## src/rtl/vga_pkg.sv

```systemverilog
// Shared VGA timing defaults, square size and sprite-motion FSM encoding.
package vga_pkg;

  localparam int unsigned H_ACTIVE_DEF = 640;
  localparam int unsigned V_ACTIVE_DEF = 480;
  localparam int unsigned SQ_SIZE_DEF  = 16;

  typedef enum logic [1:0] {
    ST_IDLE   = 2'd0,
    ST_SAMPLE = 2'd1,
    ST_CALC   = 2'd2,
    ST_COMMIT = 2'd3
  } motion_state_e;

endpackage

```

## src/rtl/sprite_motion_ctrl_axis_step.sv

```systemverilog
// Single-axis saturating step: moves a coordinate by STEP toward 0 or toward limit.
module axis_step #(
  parameter int unsigned W    = 10,
  parameter int unsigned STEP = 1
) (
  input  logic [W-1:0] coord,
  input  logic         inc,
  input  logic         dec,
  input  logic [W-1:0] limit,
  output logic [W-1:0] next
);

  logic [10:0] wide;
  logic [10:0] sum;

  always_comb begin
    wide = 11'(coord);
    sum  = wide + 11'(STEP);
    next = coord;
    // Opposing requests cancel; 11-bit math keeps the sum from wrapping.
    if (inc && !dec) begin
      next = (sum >= 11'(limit)) ? limit : W'(sum);
    end else if (dec && !inc) begin
      next = (wide < 11'(STEP)) ? '0 : W'(wide - 11'(STEP));
    end
  end

endmodule

```

## src/rtl/sprite_motion_ctrl.sv

```systemverilog
// Moves the VGA square once every FRAMES_PER_STEP frames from synchronized
// direction requests; position only changes just after the vsync edge.
module sprite_motion_ctrl
  import vga_pkg::*;
#(
  parameter int unsigned SQ_SIZE         = SQ_SIZE_DEF,
  parameter int unsigned H_ACTIVE        = H_ACTIVE_DEF,
  parameter int unsigned V_ACTIVE        = V_ACTIVE_DEF,
  parameter int unsigned STEP            = 1,
  parameter int unsigned FRAMES_PER_STEP = 1,
  parameter int unsigned INIT_X          = 320,
  parameter int unsigned INIT_Y          = 240
) (
  input  logic       iVGA_CLK,
  input  logic       iRST_n,
  input  logic       iVS,
  input  logic       move_up,
  input  logic       move_down,
  input  logic       move_left,
  input  logic       move_right,
  output logic [9:0] oSQ_X,
  output logic [8:0] oSQ_Y,
  output logic       oSTEP,
  output logic [3:0] oAT_EDGE
);

  localparam logic [9:0] X_MAX   = 10'(H_ACTIVE - SQ_SIZE);
  localparam logic [8:0] Y_MAX   = 9'(V_ACTIVE - SQ_SIZE);
  localparam logic [5:0] FC_LAST = 6'(FRAMES_PER_STEP - 1);

  // Direction vectors are {up, down, left, right}.
  logic [3:0]    sync1_q, sync1_d;
  logic [3:0]    sync2_q, sync2_d;
  logic [3:0]    dir_q, dir_d;
  logic          vs_q, vs_d;
  logic          vs_prev_q, vs_prev_d;
  logic [5:0]    fcnt_q, fcnt_d;
  motion_state_e state_q, state_d;
  logic [9:0]    x_q, x_d, x_step;
  logic [8:0]    y_q, y_d, y_step;
  logic          tick;
  logic          trigger;

  axis_step #(.W(10), .STEP(STEP)) u_x_step (
    .coord (x_q),
    .inc   (dir_q[0]),
    .dec   (dir_q[1]),
    .limit (X_MAX),
    .next  (x_step)
  );

  axis_step #(.W(9), .STEP(STEP)) u_y_step (
    .coord (y_q),
    .inc   (dir_q[2]),
    .dec   (dir_q[3]),
    .limit (Y_MAX),
    .next  (y_step)
  );

  always_comb begin
    sync1_d   = {move_up, move_down, move_left, move_right};
    sync2_d   = sync1_q;
    vs_d      = iVS;
    vs_prev_d = vs_q;
    tick      = vs_prev_q & ~vs_q;
    trigger   = tick && (fcnt_q == FC_LAST);

    fcnt_d = fcnt_q;
    if (tick) begin
      fcnt_d = (fcnt_q == FC_LAST) ? '0 : fcnt_q + 6'd1;
    end

    state_d = state_q;
    dir_d   = dir_q;
    x_d     = x_q;
    y_d     = y_q;
    // Ticks outside IDLE only advance the frame counter.
    unique case (state_q)
      ST_IDLE:   if (trigger) state_d = ST_SAMPLE;
      ST_SAMPLE: begin
        dir_d   = sync2_q;
        state_d = ST_CALC;
      end
      ST_CALC: begin
        x_d     = x_step;
        y_d     = y_step;
        state_d = ST_COMMIT;
      end
      ST_COMMIT: state_d = ST_IDLE;
      default:   state_d = ST_IDLE;
    endcase
  end

  always_ff @(posedge iVGA_CLK or negedge iRST_n) begin
    if (!iRST_n) begin
      sync1_q   <= '0;
      sync2_q   <= '0;
      dir_q     <= '0;
      vs_q      <= 1'b0;
      vs_prev_q <= 1'b0;
      fcnt_q    <= '0;
      state_q   <= ST_IDLE;
      x_q       <= 10'(INIT_X);
      y_q       <= 9'(INIT_Y);
    end else begin
      sync1_q   <= sync1_d;
      sync2_q   <= sync2_d;
      dir_q     <= dir_d;
      vs_q      <= vs_d;
      vs_prev_q <= vs_prev_d;
      fcnt_q    <= fcnt_d;
      state_q   <= state_d;
      x_q       <= x_d;
      y_q       <= y_d;
    end
  end

  assign oSQ_X    = x_q;
  assign oSQ_Y    = y_q;
  assign oSTEP    = (state_q == ST_COMMIT);
  assign oAT_EDGE = {(y_q == 9'd0), (y_q == Y_MAX), (x_q == 10'd0), (x_q == X_MAX)};

endmodule
```

## config.mk

```make
export PLATFORM = sky130hd
export DESIGN_NAME = sprite_motion_ctrl
export DESIGN_NICKNAME = d
export VERILOG_FILES = /design/src/rtl/vga_pkg.sv /design/src/rtl/sprite_motion_ctrl_axis_step.sv /design/src/rtl/sprite_motion_ctrl.sv
export SDC_FILE = /design/constraint.sdc
export NUM_CORES = 1
export LEC_CHECK = 0
export CORE_MARGIN = 2
export CORE_UTILIZATION = 56
export CTS_CLUSTER_DIAMETER = 100
export DETAILED_ROUTE_END_ITERATION = 8
export GPL_ROUTABILITY_DRIVEN = 0
export PLACE_DENSITY = 0.87
export SLEW_MARGIN = 20
export SYNTH_ARGS = -nofsm -noshare
export SYNTH_HDL_FRONTEND = slang
export SYNTH_SLANG_ARGS = --single-unit
```

## constraint.sdc

```tcl
create_clock -name iVGA_CLK -period 2.6 [get_ports iVGA_CLK]
set_clock_uncertainty 0.05 [all_clocks]
set_input_delay 0.26 -clock iVGA_CLK [delete_from_list [all_inputs] [get_ports iVGA_CLK]]
set_output_delay 0.26 -clock iVGA_CLK [all_outputs]
set_load 0.05 [all_outputs]
```

[After elaboration in Yosys (flattened, before gate mapping)]
Index checks and enable logic that the tools add are counted.
Operators by class
  add/sub/neg operators: 5
  $lt $le $gt $ge: 4
  eq/ne operators: 6
  mux-type cells: 11
  bitwise operators: 2
  reductions and logical operators: 17
Operator list (count)
  10-bit 2-to-1 mux: 4
  9-bit 2-to-1 mux: 4
  10-bit by 1-bit adder with 11-bit output, second input constant: 1
  11-bit by 10-bit greater-or-equal comparator with 1-bit output, second input constant: 1
  11-bit by 9-bit greater-or-equal comparator with 1-bit output, second input constant: 1
  9-bit by 1-bit adder with 10-bit output, second input constant: 1
  10-bit equality test, second input constant: 1
  10-bit zero test: 1
  10-bit by 1-bit < comparator with 1-bit output, second input constant: 1
  10-bit by 1-bit subtractor with 10-bit output, second input constant: 1
  9-bit equality test, second input constant: 1
  9-bit zero test: 1
  9-bit by 1-bit < comparator with 1-bit output, second input constant: 1
  9-bit by 1-bit subtractor with 9-bit output, second input constant: 1
  2-bit one-hot mux with 4 select lines: 1
  6-bit by 1-bit adder with 6-bit output, second input constant: 1
  6-bit zero test: 1
  6-bit 2-to-1 mux: 1
  1-bit logical AND: 5
  2-bit equality test, second input constant: 2
  1-bit zero test: 4
  2-bit AND reduction: 2
  2-bit nonzero test: 2
  2-bit by 1-bit equality test with 1-bit output, second input constant: 1
  5 further kinds: 5
Storage, ports and cells
  register bits after elaboration: 41
  bits of input ports: 7
  output and inout port bits: 24

[Depth between registers and ports, before layout]
Gate-level depths: netlist of run 1.
  depth in word-level cells: 5
  gate-level depth with buffers: 9
  mapped depth without buffers: 8

[Modules after synthesis]
A second synthesis of run 1 with hierarchy kept.
Second synthesis, totals
  cells, all modules: 379
  area, all modules: 3507.1 sq um
By module, submodules not included
  sprite_motion_ctrl: times used 1, cells each 116, area an instance 1630.3 sq um, sequential area each 1033.5 sq um
  axis_step at u_x_step: times used 1, cells each 139, area an instance 958.4 sq um, sequential area each 0.0 sq um
  axis_step at u_y_step: times used 1, cells each 124, area an instance 918.4 sq um, sequential area each 0.0 sq um

[Worst setup path before layout of run 1]
OpenSTA, ideal clock, no wires.
  path type: flip-flop to output port
  start: register x_q[7] (netlist: oSQ_X[7])
  end: output oAT_EDGE[1]
  data arrival time: 2.240 ns
  required time: 2.290 ns
  slack: 0.050 ns
  cell stages (with the launch flop): 4
  cells stage by stage: dfrtp_1 or4_4 or3_4 nor2_1
On the way
  cells in the longest elaborated chain, start to end: 1
RTL lines
  start: declaration: line sprite_motion_ctrl.sv:39  | logic [9:0] x_q, x_d, x_step;
  start signal: assignment: line sprite_motion_ctrl.sv:103  | x_q <= 10'(INIT_X);
  10-bit zero test: line sprite_motion_ctrl.sv:121  | assign oAT_EDGE = {(y_q == 9'd0), (y_q == Y_MAX), (x_q == 10'd0), (x_q == X_MAX)};
  end: declaration: line sprite_motion_ctrl.sv:24  | output logic [3:0] oAT_EDGE
No other way between the ends.

[Worst setup path after layout of run 1]
  start: register x_q[4] (netlist: oSQ_X[4])
  end: output oAT_EDGE[1]
The elaborated chain is that of the path after synthesis.

==> results of run 1 <==
-- critical path: stages, from the launching register on --
cell and delay, ps:
dfrtp_1 520, or4_4 560, or3_4 390, nor2_1 230
buf_12 170
-- repair_timing --
item | CTS | global route
resized for setup | 0 | 1
setup endpoints to repair | 0 | 1
setup buffers | 0 | 0
-- placed cells by master (no fill, tap or decap), types with 6 or more instances in the layout --
cell              n
a21oi_1          15
a31oi_1          14
and3_1            6
clkdlybuf4s50_1  26
dfrtp_1          35
dfstp_2           6
ha_1             15
inv_1            17
nand2_1          25
nand3_1          13
nor2_1           24
nor3_1           13
o21ai_0          27
-- layout make-up --
class                      instances  area, µm²  area share
multi-input combinational        229       1464      0.4839
sequential                        41       1033      0.3416
timing repair buffer              31      312.8      0.1034
clock buffer                       5      68.82     0.02275
tap                               52      65.06     0.02151
inverter                          17      63.81     0.02109
clock inverter                     3      17.52    0.005790
-- flip-flops by register name, summed over array words and instances (netlist names) --
name       count
dir_q          4
sync1_q        4
oSQ_X         10
sync2_q        4
vs_prev_q      1
vs_prev_d      1
fcnt_q         6
oSQ_Y          9
state_q        2
-- cell usage after synthesis, drive strengths merged (2+ instances only) --
master	instances
nand2b	5
dfrtp	35
nor2b	5
o211ai	3
a211oi	3
dfstp	6
inv	17
and4	2
or3	4
nand2	25
and3	6
nand3	13
mux2	3
o21ai	31
or4	3
a22oi	2
a21o	2
nor2	24
clkbuf	13
ha	15
o31ai	2
nand4	3
a21oi	15
nor4	4
mux2i	4
xor2	2
a31oi	14
xnor2	5
buf	3
and2	2
nor3	13
a32oi	3
-- logic make-up after synthesis --
group	share of synthesized area
and+or+nand+nor	0.2245
buffers and inverters	0.05043
xor gates and xnor gates	0.02331
AOI/OAI and AO/OA	0.2093
adders and majority gates	0.07136
DFF	0.3930
muxes	0.02807
-- power groups by stage --
stage	logic, mW	registers, mW	clock network (mW)
floorplan	1.11	1.43	0
global placement	1.82	1.18	0
detailed placement	1.87	1.19	0
CTS	1.89	1.18	0.418
global route	2.08	1.23	0.445
finish	1.91	1.19	0.401
-- per-stage QoR --
stage | worst slack [ps] | utilization
2_1_floorplan | 50.22 | -
3_3_place_gp | 381.1 | 0.6608
3_5_place_dp | 304.0 | 0.6608
4_1_cts | 78.09 | 0.6802
5_1_grt | 33.13 | 0.6807
6_report | 137.9 | 0.6807
-- path summary, 6_finish.rpt --
kind | startpoint | endpoint | slack [ps] | depth (start not counted)
max in group asynchronous | iRST_n | oSQ_Y[0] | 1900 | 1
worst min register to register | sync1_q[0] | sync2_q[0] | 300 | 0
worst max register to register | oSQ_Y[1] | oSQ_Y[2] | 240 | 7
worst max-delay path | oSQ_X[4] | oAT_EDGE[1] | 140 | 4
worst min-delay path | iRST_n | oSQ_X[3] | 30 | 1
min in group iVGA_CLK | sync1_q[0] | sync2_q[0] | 300 | 0
-- metal layers --
| metal | vias to the layer above | track usage | part of all wire |
|---|---|---|---|
| li1 | 1143 | - | - |
| met1 | 1124 | 0.3223 | 0.44 |
| met2 | 124 | 0.3869 | 0.48 |
| met3 | 9 | 0.05417 | 0.078 |
| met4 | 0 | 0.07202 | 0.0088 |
| met5 | - | 0 | 0 |
==> results.cfg, run 1 <==
[synth]
synthArstFlopShare = 1.000
syn_avg_cell_area_um2 = 8.680
syn_inst = 303
ys_seq_elements = 41
synth-edff-count = 0
synth_fp_nets = 325
synth_area_um2 = 2630
synthTopCellsByArea = dfrtp_1 (33%), ha_1 (7.1%), dfstp_2 (6.0%), o21ai_0 (5.1%), nand2_1 (3.6%)
synth_top_area_cell = dfrtp_1
yosysWarnings = 0
synth_top_flop_cell = dfrtp_1
ys_seq_area_frac = 0.3930
synth_cell_types = 56
synth_top_area_share = 0.3330

[route]
wirelength_um = 5777
antenna_left = 0
first_iter_violations = 367
vias = 2400
drcViolationCount = 0
first_pass_iters = 6
wire_per_inst_um = 15.28
avgViaCountPerCell = 6.349

[clock_network]
h-tree-depth = 2
cts_buffers = 5
clockBufferDepth = 2
path_clk_slew_ps = 80
cts_tree = built
cts-root-buf = clkbuf_8
cts.sinks = 41
insertion_delay_ps = 290
holdBufCountCts = 0

[critical_path]
crit_path_end_kind = primary output
critical_path_class = reg -> out
crit_path_max_fanout = 14
cp.arrival_ps = 2150
start_kind = register
crit_required_ps = 2290

[power]
switching_power_mw = 1.771
p_sw_frac = 0.5066
seq_power_share = 0.340
combPwrFrac = 0.545
power.density_nw_per_um2 = 1156
power.leakage_nw = 1.252
p_total_mw = 3.496
ir_worst_vdd_uv = 701.7
cell_internal_pwr_mw = 1.725
clkPwrFrac = 0.115

[timing]
hold_ws_ps = 25.96
drv_slew = 0
fin_crit_ps = 2462
finalHoldViolations = 0
fin_crit_sh = 0.9470
rsz0062_at_grt = false
tightest_slew_ps = 893.8
timing.setup.tns_ps = 0
setup_viol = 0
max_freq_mhz = 406.2
slew_headroom = 0.4042

[outcome]
outcome = complete, no violations

[finish]
num-fill-cells = 349
drive_above_1_share = 0.09202
diodes = 0
syn2layout_area_growth_pct = 15.03
finalNonFillerCells = 378
nets = 347
final_area_um2 = 3025

[grt]
globalRouteOverflowTotal = 0
first_global_vias = 2185
grt_pass1_wl_um = 9956
grt_usage = 0.2395
grt_max_degree = 42
antenna_found_initial = 0

[die]
die_y_um = 72.53
coreArea_um2 = 4444
die_x_um = 72.53
std_cell_rows = 24
ios = 31
die_area_um2 = 5261
start_util = 0.5918

[placed_design]
dp_cells = 370
dp_hpwl_um = 4171
dpl_cell_area_um2 = 2937
portBuffers = 30

[min_path]
hold_class = in -> async

[job]
maxCapViolCount = 0
Power figures use the tool's default switching activity.
==> run 2: changes to the inputs <==
--- a/config.mk
+++ b/config.mk
@@ -7,7 +7,7 @@
 export LEC_CHECK = 0
 export CORE_MARGIN = 2
 export CORE_UTILIZATION = 56
-export CTS_CLUSTER_DIAMETER = 100
+export CTS_CLUSTER_DIAMETER = 40
 export DETAILED_ROUTE_END_ITERATION = 8
 export GPL_ROUTABILITY_DRIVEN = 0
 export PLACE_DENSITY = 0.87
==> results of run 2 <==
No change in the layout: final DEF, timing and power equal those of run 1.
==> run 3: changes to the inputs <==
--- a/config.mk
+++ b/config.mk
@@ -10,6 +10,7 @@
 export CTS_CLUSTER_DIAMETER = 40
 export DETAILED_ROUTE_END_ITERATION = 8
 export GPL_ROUTABILITY_DRIVEN = 0
+export GPL_TIMING_DRIVEN = 0
 export PLACE_DENSITY = 0.87
 export SLEW_MARGIN = 20
 export SYNTH_ARGS = -nofsm -noshare
==> results.cfg, run 3 (synthesis gave the netlist of run 1 again) <==
[placed_design]
portBuffers = 30
dp_cells = 386
dp_hpwl_um = 4307
dpl_cell_area_um2 = 3010

[die]
die_y_um = 72.53
coreArea_um2 = 4444
ios = 31
start_util = 0.5918
die_x_um = 72.53
die_area_um2 = 5261
std_cell_rows = 24

[grt]
globalRouteOverflowTotal = 0
use_met3 = 0.05000
grt_pass1_wl_um = 10160
first_global_vias = 2285
grt.busiest_layer = met2
antenna_found_initial = 0
grt_use_met1 = 0.3289
use_met2 = 0.3899
grt_usage = 0.2427
grt_max_degree = 34

[finish]
drive_above_1_share = 0.09913
final_common_cell = dfrtp_1
largest_reg_flops = 10
final_area_um2 = 3105
diodes = 0
fin_util = 0.6988
syn2layout_area_growth_pct = 18.08
num-fill-cells = 359
mostFrequentLayoutCells = dfrtp_1 (35), o21ai_0 (27), clkdlybuf4s50_1 (26), nand2_1 (25), nor2_1 (24)
nets = 364
finalNonFillerCells = 395

[clock_network]
cts_tree = built
post_cts_buffers = 0
cts_buffers = 5
cts-root-buf = clkbuf_8
clockBufferDepth = 2
h-tree-depth = 2
cts.sinks = 41
path_clk_slew_ps = 80
insertion_delay_ps = 290

[critical_path]
reg2reg_from = oSQ_Y[0]
crit_buf_inv = 1
cp.arrival_ps = 2210
rr_worst_depth = 7
critical-path-max-stage-delay_ps = 580
start_kind = register
reg2reg_setup_slack_ps = 210
crit_required_ps = 2290
crit_path_end_kind = primary output
crit_path_max_fanout = 6
cp_slowest_cell = or4_4
reg2reg_to = oSQ_Y[2]
cpLargestDelayFamily = simple AND/OR/NAND/NOR gates
worstPathCellList = or4_4 > or3_4 > nor2_1 > clkdlybuf4s15_2
critical_path_class = reg -> out

[route]
first_iter_violations = 271
drcViolationCount = 0
avgViaCountPerCell = 6.066
antenna_left = 0
first_pass_iters = 7
wire_per_inst_um = 14.73
vias = 2396
wirelength_um = 5818

[power]
power.leakage_nw = 1.276
ir_worst_vdd_uv = 695.5
power.density_nw_per_um2 = 1137
p_total_mw = 3.532

[timing]
finalHoldViolations = 0
max_freq_mhz = 396.7
drv_slew = 0
tightest_slew_ps = 600.0
slew_headroom = 0.5963
setup_viol = 0
fin_crit_sh = 0.9694
timing.setup.tns_ps = 0
rsz0062_at_grt = false
fin_crit_ps = 2521

[job]
maxCapViolCount = 0

[min_path]
hold_class = reg -> reg
hold_start = sync1_q[1]
hold_depth = 0
whs_endpoint = sync2_q[1]

[outcome]
outcome = complete, no violations
## run 3: changes by cell type in the layout (fill, tap and decap cells not counted), moves of 2 or more
cell and delta:
buf_2 +3, buf_4 -2, clkbuf_1 +11, dlygate4sd2_1 +2
## run 3: layout make-up
class | count | area [µm²] | share of cell area
multi-input cells | 229 | 1464 | 0.4714
inverters | 17 | 63.81 | 0.02055
clock buffers | 5 | 68.82 | 0.02216
plain buffers | 16 | 68.82 | 0.02216
well taps | 52 | 65.06 | 0.02095
clock inverters | 3 | 17.52 | 0.005641
repair buffers | 32 | 324.1 | 0.1044
flip-flops and latches | 41 | 1033 | 0.3328
## run 3: repair_timing
| item | 4_1_cts | 5_1_grt |
|---|---|---|
| endpoints found under the setup margin | 3 | 1 |
| hold buffers | 1 | 0 |
| gates cloned | 0 | 0 |
| resized for setup | 5 | 0 |
| pin swaps | 0 | 1 |
| hold endpoints to repair | 5 | 0 |
## run 3: stage by stage
step	hold slack (ps)	worst slack, ps
global route	315.2	11.51
floorplan	-85.59	50.22
detailed placement	79.71	-39.71
global placement	281.4	-24.14
CTS	302.0	65.57
finish	301.9	79.49
## run 3: worst reg2reg max path, cell delays in order (launching register included)
cell and delay, ps:
dfrtp_1 470, ha_1 280, and2_1 220, and3_1 230, a211oi_1 410, a211oi_2 240
a221oi_1 290, nor3_1 90
## run 3: worst max-delay path by stage
stage | start | to | slack (ps) | cells past startpoint
6_report | oSQ_X[7] | oAT_EDGE[1] | 80 | 4
5_1_grt | oSQ_X[7] | oAT_EDGE[1] | 10 | 4
4_1_cts | oSQ_X[7] | oAT_EDGE[1] | 70 | 4
3_5_place_dp | oSQ_X[7] | oAT_EDGE[1] | -40 | 4
3_3_place_gp | oSQ_X[7] | oAT_EDGE[1] | -20 | 4
2_1_floorplan | oSQ_X[7] | oAT_EDGE[1] | 50 | 3
## run 3: where the power goes
group	switching [mW]	total, mW	internal (mW)
combinational	1.33	2.04	0.708
clock	0.215	0.400	0.185
sequential	0.231	1.09	0.864
total	1.78	3.53	1.76
## run 3: routing by layer
| metal | vias to the layer above | routed length [µm] |
|---|---|---|
| met1 | 1100 | 2587 |
| li1 | 1177 | - |
| met2 | 105 | 2756 |
| met5 | - | 0 |
| met4 | 0 | 88 |
| met3 | 14 | 386 |
